### src/rtl/tinyqv_regfile_serial_if.sv
// tinyqv_regfile_serial_if
//   Bus between the tinyQV core (master) and its slice-serial register
//   file (slave).
//   Master -> slave: start, wr_en, rs1, rs2, rd (sampled with start),
//                    data_rd (write data slice for the current cycle).
//   Slave -> master: busy, slice, done, data_rs1, data_rs2 (read slices),
//                    ra_out (parallel x1).
interface tinyqv_regfile_serial_if #(
    parameter int DATA_W  = 32,
    parameter int SLICE_W = 4,
    parameter int ADDR_W  = 4
);
    localparam int NSLICE = DATA_W / SLICE_W;
    localparam int SL_W   = (NSLICE > 1) ? $clog2(NSLICE) : 1;

    logic                start;
    logic                wr_en;
    logic [ADDR_W-1:0]   rs1;
    logic [ADDR_W-1:0]   rs2;
    logic [ADDR_W-1:0]   rd;
    logic [SLICE_W-1:0]  data_rd;
    logic                busy;
    logic [SL_W-1:0]     slice;
    logic                done;
    logic [SLICE_W-1:0]  data_rs1;
    logic [SLICE_W-1:0]  data_rs2;
    logic [DATA_W-1:0]   ra_out;

    modport master (
        output start, wr_en, rs1, rs2, rd, data_rd,
        input  busy, slice, done, data_rs1, data_rs2, ra_out
    );

    modport slave (
        input  start, wr_en, rs1, rs2, rd, data_rd,
        output busy, slice, done, data_rs1, data_rs2, ra_out
    );
endinterface

### src/rtl/tinyqv_regfile_serial.sv
// tinyqv_regfile_serial
//   Slice-serial register file for the tinyQV core. Each DATA_W-bit operand
//   moves SLICE_W bits per clock, LSB slice first, over two read ports and
//   one write port. The block owns its slice counter and a start/busy/done
//   handshake. Register x1 is also exposed in parallel as ra_out.
//   Ports:
//     clk   - clock, rising edge
//     rstn  - synchronous active-low reset (control state only; register
//             contents are not reset)
//     bus   - tinyqv_regfile_serial_if.slave (start/wr_en/rs1/rs2/rd/data_rd
//             in; busy/slice/done/data_rs1/data_rs2/ra_out out)
//   Configuration macro:
//     TQV_REGFILE_BYPASS_EN - when defined, a read port whose address equals
//     the write address of a writing transfer returns data_rd (new value).
module tinyqv_regfile_serial #(
    parameter int DATA_W   = 32,
    parameter int SLICE_W  = 4,
    parameter int NUM_REGS = 16,
    parameter int ADDR_W   = 4
) (
    input  logic                      clk,
    input  logic                      rstn,
    tinyqv_regfile_serial_if.slave    bus
);
    localparam int NSLICE = DATA_W / SLICE_W;
    localparam int SL_W   = (NSLICE > 1) ? $clog2(NSLICE) : 1;
    localparam logic [SL_W-1:0] LAST_SLICE = SL_W'(NSLICE - 1);

    logic                busy_q,  busy_d;
    logic [SL_W-1:0]     slice_q, slice_d;
    logic                wr_en_q, wr_en_d;
    logic [ADDR_W-1:0]   rs1_q,   rs1_d;
    logic [ADDR_W-1:0]   rs2_q,   rs2_d;
    logic [ADDR_W-1:0]   rd_q,    rd_d;
    logic [DATA_W-1:0]   regs_q [NUM_REGS];
    logic [DATA_W-1:0]   regs_d [NUM_REGS];

    logic                done;
    logic                accept;
    logic                wr_slice;
    logic [SLICE_W-1:0]  rd_rs1;
    logic [SLICE_W-1:0]  rd_rs2;

    assign done   = busy_q && (slice_q == LAST_SLICE);
    assign accept = bus.start && (!busy_q || done);

    // Gated by rstn so that the slice in flight on a reset edge is not
    // written: already-written slices keep new data, the rest keep old data.
    assign wr_slice = rstn && busy_q && wr_en_q && (rd_q != '0);

    always_comb begin
        busy_d  = busy_q;
        slice_d = slice_q;
        wr_en_d = wr_en_q;
        rs1_d   = rs1_q;
        rs2_d   = rs2_q;
        rd_d    = rd_q;

        if (busy_q) begin
            if (done) begin
                // A start in the last-slice cycle chains straight into the
                // next transfer with no idle bubble.
                slice_d = '0;
                busy_d  = bus.start;
            end else begin
                slice_d = slice_q + 1'b1;
            end
        end else if (bus.start) begin
            busy_d  = 1'b1;
            slice_d = '0;
        end

        if (accept) begin
            wr_en_d = bus.wr_en;
            rs1_d   = bus.rs1;
            rs2_d   = bus.rs2;
            rd_d    = bus.rd;
        end

        if (!rstn) begin
            busy_d  = 1'b0;
            slice_d = '0;
            wr_en_d = 1'b0;
            rs1_d   = '0;
            rs2_d   = '0;
            rd_d    = '0;
        end
    end

    // Addresses at or above NUM_REGS match no entry, so such writes vanish.
    always_comb begin
        regs_d = regs_q;
        for (int i = 1; i < NUM_REGS; i++) begin
            if (wr_slice && (rd_q == ADDR_W'(i))) begin
                regs_d[i][int'(slice_q)*SLICE_W +: SLICE_W] = bus.data_rd;
            end
        end
        regs_d[0] = '0;
    end

    // Reads of x0 or of out-of-range addresses fall through to zero.
    always_comb begin
        rd_rs1 = '0;
        rd_rs2 = '0;
        for (int i = 1; i < NUM_REGS; i++) begin
            if (rs1_q == ADDR_W'(i)) begin
                rd_rs1 = regs_q[i][int'(slice_q)*SLICE_W +: SLICE_W];
            end
            if (rs2_q == ADDR_W'(i)) begin
                rd_rs2 = regs_q[i][int'(slice_q)*SLICE_W +: SLICE_W];
            end
        end
`ifdef TQV_REGFILE_BYPASS_EN
        if (wr_en_q && (rd_q != '0) && (rd_q == rs1_q)) begin
            rd_rs1 = bus.data_rd;
        end
        if (wr_en_q && (rd_q != '0) && (rd_q == rs2_q)) begin
            rd_rs2 = bus.data_rd;
        end
`endif
    end

    always_ff @(posedge clk) begin
        busy_q  <= busy_d;
        slice_q <= slice_d;
        wr_en_q <= wr_en_d;
        rs1_q   <= rs1_d;
        rs2_q   <= rs2_d;
        rd_q    <= rd_d;
        regs_q  <= regs_d;
    end

    assign bus.busy     = busy_q;
    assign bus.slice    = slice_q;
    assign bus.done     = done;
    assign bus.data_rs1 = rd_rs1;
    assign bus.data_rs2 = rd_rs2;

    generate
        if (NUM_REGS >= 2) begin : g_ra
            assign bus.ra_out = regs_q[1];
        end else begin : g_no_ra
            assign bus.ra_out = '0;
        end
    endgenerate
endmodule

### src/flat_wrapper.sv
// flat-port wrapper written by rule: the top's interface ports become plain ports
module tinyqv_regfile_serial_flat 
#(
    parameter int DATA_W   = 32,
    parameter int SLICE_W  = 4,
    parameter int NUM_REGS = 16,
    parameter int ADDR_W   = 4
)
  (clk, rstn, bus_start, bus_wr_en, bus_rs1, bus_rs2, bus_rd, bus_data_rd, bus_busy, bus_slice, bus_done, bus_data_rs1, bus_data_rs2, bus_ra_out);
  tinyqv_regfile_serial_if #(.DATA_W(DATA_W), .SLICE_W(SLICE_W), .ADDR_W(ADDR_W)) bus_i ();
  input  logic clk;
  input  logic rstn;
  input wire logic [$bits(bus_i.start)-1:0] bus_start;
  input wire logic [$bits(bus_i.wr_en)-1:0] bus_wr_en;
  input wire logic [$bits(bus_i.rs1)-1:0] bus_rs1;
  input wire logic [$bits(bus_i.rs2)-1:0] bus_rs2;
  input wire logic [$bits(bus_i.rd)-1:0] bus_rd;
  input wire logic [$bits(bus_i.data_rd)-1:0] bus_data_rd;
  output wire logic [$bits(bus_i.busy)-1:0] bus_busy;
  output wire logic [$bits(bus_i.slice)-1:0] bus_slice;
  output wire logic [$bits(bus_i.done)-1:0] bus_done;
  output wire logic [$bits(bus_i.data_rs1)-1:0] bus_data_rs1;
  output wire logic [$bits(bus_i.data_rs2)-1:0] bus_data_rs2;
  output wire logic [$bits(bus_i.ra_out)-1:0] bus_ra_out;
  assign bus_i.start = bus_start;
  assign bus_i.wr_en = bus_wr_en;
  assign bus_i.rs1 = bus_rs1;
  assign bus_i.rs2 = bus_rs2;
  assign bus_i.rd = bus_rd;
  assign bus_i.data_rd = bus_data_rd;
  assign bus_busy = bus_i.busy;
  assign bus_slice = bus_i.slice;
  assign bus_done = bus_i.done;
  assign bus_data_rs1 = bus_i.data_rs1;
  assign bus_data_rs2 = bus_i.data_rs2;
  assign bus_ra_out = bus_i.ra_out;
  tinyqv_regfile_serial #(.DATA_W(DATA_W), .SLICE_W(SLICE_W), .NUM_REGS(NUM_REGS), .ADDR_W(ADDR_W)) u_core (.clk(clk), .rstn(rstn), .bus(bus_i));
endmodule
### config.mk
export PLATFORM = sky130hd
export DESIGN_NAME = tinyqv_regfile_serial_flat
export DESIGN_NICKNAME = d
export VERILOG_FILES = /design/src/rtl/tinyqv_regfile_serial_if.sv /design/src/rtl/tinyqv_regfile_serial.sv /design/src/flat_wrapper.sv
export SDC_FILE = /design/constraint.sdc
export NUM_CORES = 1
export LEC_CHECK = 0
export CORE_ASPECT_RATIO = 0.75
export CORE_MARGIN = 2
export CORE_UTILIZATION = 40
export DETAILED_ROUTE_END_ITERATION = 10
export PLACE_DENSITY = 0.67
export REMOVE_ABC_BUFFERS = 1
export SLEW_MARGIN = 10
export SYNTH_ARGS = -nofsm -noshare
export SYNTH_HDL_FRONTEND = slang
export SYNTH_SLANG_ARGS = --single-unit
### constraint.sdc
create_clock -name clk -period 3.7 [get_ports clk]
set_input_delay 0.555 -clock clk [delete_from_list [all_inputs] [get_ports clk]]
set_output_delay 0.555 -clock clk [all_outputs]
set_load 0.005 [all_outputs]
# ---- After elaboration in Yosys (flattened, before gate mapping)
# Index checks and enable logic that the tools add are counted.
dict set report word_totals {
  regBits 497
  out_inout_bits 45
  wordCells 161
}
dict set report op_classes {
  n_addsub 2
  n_eq_ne 46
  n_shift 17
  mux 51
  reduce_logical 24
}
# op n
set op_table {}
lappend op_table {{$bwmux W32} 15}
lappend op_table {{$shiftx A32 B6 Y4} 15}
lappend op_table {{$mux W4} 30}
lappend op_table {{$eq A4 B4 Y1 const B} 24}
lappend op_table {{$eq A4 B3 Y1 const B} 12}
lappend op_table {{$neg A5 Y33} 1}
lappend op_table {{$shift A4 B33 Y32 const A} 1}
lappend op_table {{$shiftx A4 B33 Y32} 1}
lappend op_table {{$eq A4 B2 Y1 const B} 6}
lappend op_table {{$logic_and A1 B1 Y1} 20}
lappend op_table {{$eq A4 B1 Y1 const B} 3}
lappend op_table {{$mux W3} 3}
lappend op_table {{$reduce_bool A4 Y1} 1}
lappend op_table {{$add A3 B1 Y3 const B} 1}
lappend op_table {{$eq A3 B3 Y1 const B} 1}
lappend op_table {{$mux W1} 3}
lappend op_table {{$reduce_bool A2 Y1} 1}
lappend op_table {{$logic_not A1 Y1} 1}
lappend op_table {{$logic_or A1 B1 Y1} 1}

# ---- Depth between registers and ports, before layout
dict set report logic_depth {
  word_depth 16
  ltp_mapped 15
  depth_no_buf 7
}

# ---- Worst setup path before layout
# Ideal clock, no wire load.
dict set report synth_timing {
  kind {flip-flop to flip-flop}
  from {register u_core.slice_q[1] (netlist: u_core.bus.slice[1])}
  to {register u_core.regs_q (netlist bit u_core.bus.ra_out[24]), data pin}
  setup_time_ns 0.368
  t_arrival_ns 2.970
  required_time_ns 3.332
  setup_slack_ns 0.362
  path_stages_with_launch 11
  path_buffers 6
  cell_sequence {dfxtp_1 buf_6 buf_6 buf_6 buf_6 buf_2 inv_1 ha_1 ha_1 clkbuf_1 nor4_1}
}
dict set report synth_via {
  elab_chain_len 3
}
# item line_no
set synth_lines {}
lappend synth_lines {{from (decl)} tinyqv_regfile_serial.sv:30} ;# logic [SL_W-1:0] slice_q, slice_d;
lappend synth_lines {{from (signal assigned)} tinyqv_regfile_serial.sv:125} ;# slice_q <= slice_d;
lappend synth_lines {{$neg A5 Y33 *} tinyqv_regfile_serial.sv:95} ;# regs_d[i][int'(slice_q)*SLICE_W +: SLICE_W] = bus.data_rd;
lappend synth_lines {{$shiftx A4 B33 Y32 / $shift A4 B33 Y32 (equally long branches)} tinyqv_regfile_serial.sv:95}
lappend synth_lines {{$bwmux W32 *} tinyqv_regfile_serial.sv:95}
lappend synth_lines {{to (signal assigned)} tinyqv_regfile_serial.sv:130} ;# regs_q <= regs_d;
lappend synth_lines {{to (decl)} tinyqv_regfile_serial.sv:35} ;# logic [DATA_W-1:0] regs_q [NUM_REGS];
# Every way passes the cells marked *; elsewhere a longest branch is shown, timed or not.
# A chain may end at the register's enable or synchronous reset.

# ---- Final worst setup path
dict set report layout_timing {
  from {register u_core.slice_q[0] (netlist: u_core.bus.slice[0])}
  to {output port bus_data_rs1[3]}
}
dict set report layout_via {
  elab_chain_len 16
}
# item line_no
set layout_lines {}
lappend layout_lines {{$shiftx A32 B6 Y4} tinyqv_regfile_serial.sv:107} ;# rd_rs1 = regs_q[i][int'(slice_q)*SLICE_W +: SLICE_W];
lappend layout_lines {{$mux W4 (14 in series)} tinyqv_regfile_serial.sv:106} ;# if (rs1_q == ADDR_W'(i)) begin
lappend layout_lines {{$mux W4 *} tinyqv_regfile_serial.sv:106}
lappend layout_lines {{to (decl)} flat_wrapper.sv:22} ;# output wire logic [$bits(bus_i.data_rs1)-1:0] bus_data_rs1;
# Marked as above.

==> flow_summary.toml <==
[finish]
nets = 1620
fin_util = 0.4915
fillers = 4364
area_growth_pct = 21.18
design_area_um2 = 26080
layout-drive-gt1-share = 0.2656
stdcell_count = 2343

[grt]
antenna_found_initial = 0
gr-usage-all-layers = 0.2448
overflow = 0
grt_pass1_vias = 13857
grt_max_degree = 25
grt_pass1_wl_um = 97670

[status]
status = "finished, violations left"
violations = "negative setup slack"

[logic_synthesis]
synth-async-reset-ratio = 0
synthTopCellsByArea = "edfxtp_1, mux4_2, mux2i_1, nor2_1, nand2_1"
yosysTopAreaCell = "edfxtp_1"
synth-edff-count = 480
netlist_instances = 1407
synth.cell_area_um2 = 21520
synthDistinctLibCells = 68
ys_warn_count = 0
ys_ff_latch = 497
synth_ff_type = "edfxtp_1"
yosysMostFrequentCell = "edfxtp_1"
yosysSeqAreaShare = 0.6855
synthTopCellsByCount = "edfxtp_1, nor2_1, mux2i_1"
yosysTopAreaCellShare = 0.6697
postSynthAreaPerCell_um2 = 15.30

[routing]
via_count = 14064
drtIter0Drc = 1869
detail-route-antenna-nets = 0
routed_wl_um = 68300
drt-vias-per-instance = 6.003
wire_per_inst_um = 29.15
drtPass1Iterations = 5
drcViolationCount = 0

[critical_path]
cp_common_cell = "buf_12"
slowest_delay_ps = 520
critPathLaunchType = "flip-flop"
endpoint_kind = "primary output"
cp.arrival_ps = 3300
crit_slowest_cell = "mux4_2"
crit_path_cell_trace = "buf_12, buf_12, buf_12, mux4_2, o2111ai_4, a21oi_2, a2111oi_2, buf_4, o21ai_4, a21oi_4, o31ai_4, buf_2"
path_class = "flip-flop to primary output"
cp.required_ps = 3140
cp_max_fo = 4

[cts]
root_buffer = "clkbuf_16"
numCtsBuffers = 48
clk_path_buf_depth = 3
clk_latency_ps = 590
hold_buffers = 0
cts_tree = "built"
clock_sinks = 497
cts.clk_slew.worst_paths_ps = 60
h-tree-depth = 2

[placed_design]
dp_hpwl_um = 47570
place_congestion = 1.019
io_buffers = 64
placed_area_um2 = 23740
placed_cells = 2225
preCtsSetupSlack_ps = -285.1

[hold_path]
min_path_type = "flip-flop to flip-flop"

[floorplan]
die_h_um = 204.9
rows = 73
io_pins = 65
coreArea_um2 = 53070
start_util = 0.4056
die_w_um = 271.9
dieArea_um2 = 55700

[job]
cap_viol_max_count = 0

[power]
leakage_nw = 8.186
power_density_nw_per_um2 = 453.8
ir_drop_mv = 0.3692

[sta]
hold_viol = 0
setup_ws_ps = -159.4
fin_worst_skew_ps = 25.23
fmax_ghz = 0.2591
period_share = 1.043
min_period_ps = 3859
worst_pin_slew_ps = 610.6
setup_viol = 6
rsz0062_at_grt = "yes"
timing.slew.headroom = 0.5914
slew_viol_final = 0
fin_tns_setup_ps = -605.6
[sequential cells by signal, indices dropped and copies added, names as in the netlist]
name	count
u_core.rs1_q	4
u_core.rd_q	4
u_core.regs_q	448
u_core.bus.slice	3
u_core.bus.ra_out	32
u_core.rs2_q	4
u_core.wr_en_q	1
u_core.bus.busy	1
[cell families after synthesis]
logic type      after synthesis  synth area share
fa+ha+maj                     7          0.004069
mux                         190            0.1310
simple gates                374           0.07412
compound gates              206           0.06679
flops                       497            0.6855
buf+inv                     133           0.03860
[what timing repair did]
item / CTS / global route
resized for setup: 149 / 27
setup endpoints to repair: 8 / 8
pin swaps: 27 / 19
cloned: 1 / 0
buffers inserted: 27 / 6
[worst paths after layout]
kind	from	end	slack (ps)	depth (start not counted)
hold reg to reg	u_core.rd_q[1]$_SDFFE_PN0P_	u_core.rd_q[1]$_SDFFE_PN0P_	510	2
setup reg to reg	u_core.bus.slice[0]$_SDFFE_PN0P_	u_core.regs_q[337]$_DFFE_PP_	480	13
hold / removal	u_core.rd_q[1]$_SDFFE_PN0P_	u_core.rd_q[1]$_SDFFE_PN0P_	510	2
setup / recovery	u_core.bus.slice[0]$_SDFFE_PN0P_	bus_data_rs1[3]	-160	12
[cell usage in the layout (no fill, tap or decap), drive strengths merged, types with 4 or more instances in the layout]
| master | count |
|---|---|
| clkbuf | 63 |
| o22ai | 10 |
| a31oi | 6 |
| edfxtp | 480 |
| or3 | 5 |
| mux4 | 71 |
| clkdlybuf4s50 | 56 |
| nor3 | 14 |
| nor4 | 7 |
| o21ai | 42 |
| ha | 7 |
| a21boi | 13 |
| buf | 197 |
| mux2i | 111 |
| dfxtp | 17 |
| inv | 18 |
| a211oi | 4 |
| nand2b | 15 |
| o211ai | 7 |
| a22oi | 39 |
| a21oi | 25 |
| nand2 | 92 |
| nor2b | 7 |
| a221oi | 15 |
| clkinv | 18 |
| nor2 | 199 |
| nand3 | 14 |
| and2 | 6 |
| o32ai | 4 |
| o2111ai | 4 |
| a2111oi | 5 |
| mux2 | 8 |
[routing by layer]
| metal | wire length [µm] | vias up | global-route usage |
|---|---|---|---|
| li1 | - | 5815 | - |
| met1 | 28100 | 7236 | 0.3517 |
| met2 | 31050 | 900 | 0.3765 |
| met3 | 7228 | 113 | 0.05193 |
| met4 | 1921 | 0 | 0.07221 |
| met5 | 0 | - | 0 |
[per-stage QoR]
step | power, mW | hold WS (ps)
2_1_floorplan | 6.666 | 465.4
3_3_place_gp | 7.055 | 476.4
3_5_place_dp | 7.057 | 500.7
4_1_cts | 11.83 | 512.1
5_1_grt | 12.14 | 534.6
6_report | 11.84 | 508.6
[where the power goes]
group | leakage [nW] | internal [mW] | total [mW] | switching [mW]
combinational | 3.05 | 0.395 | 0.926 | 0.531
sequential | 4.40 | 6.12 | 6.14 | 0.0223
clock | 0.728 | 2.65 | 4.77 | 2.12
total | 8.19 | 9.17 | 11.8 | 2.67
[layout make-up]
cell class / instances / area, µm² / area share
flip-flops and latches: 497 / 14760 / 0.5660
multi-input cells: 777 / 6506 / 0.2494
repair buffers: 254 / 2372 / 0.09095
clock buffers: 62 / 1275 / 0.04888
well taps: 712 / 890.9 / 0.03415
clock inverters: 25 / 216.5 / 0.008299
inverters: 15 / 57.56 / 0.002207
diodes: 1 / 2.502 / 0.00009594
[critical path: cells and delay by family (launching register included)]
| kind | cells | cell delay (ps) |
|---|---|---|
| buf+inv | 5 | 680 |
| compound gates | 6 | 1110 |
| mux | 1 | 520 |
| flops | 1 | 400 |
No activity file was read; power rests on OpenSTA's default activity.
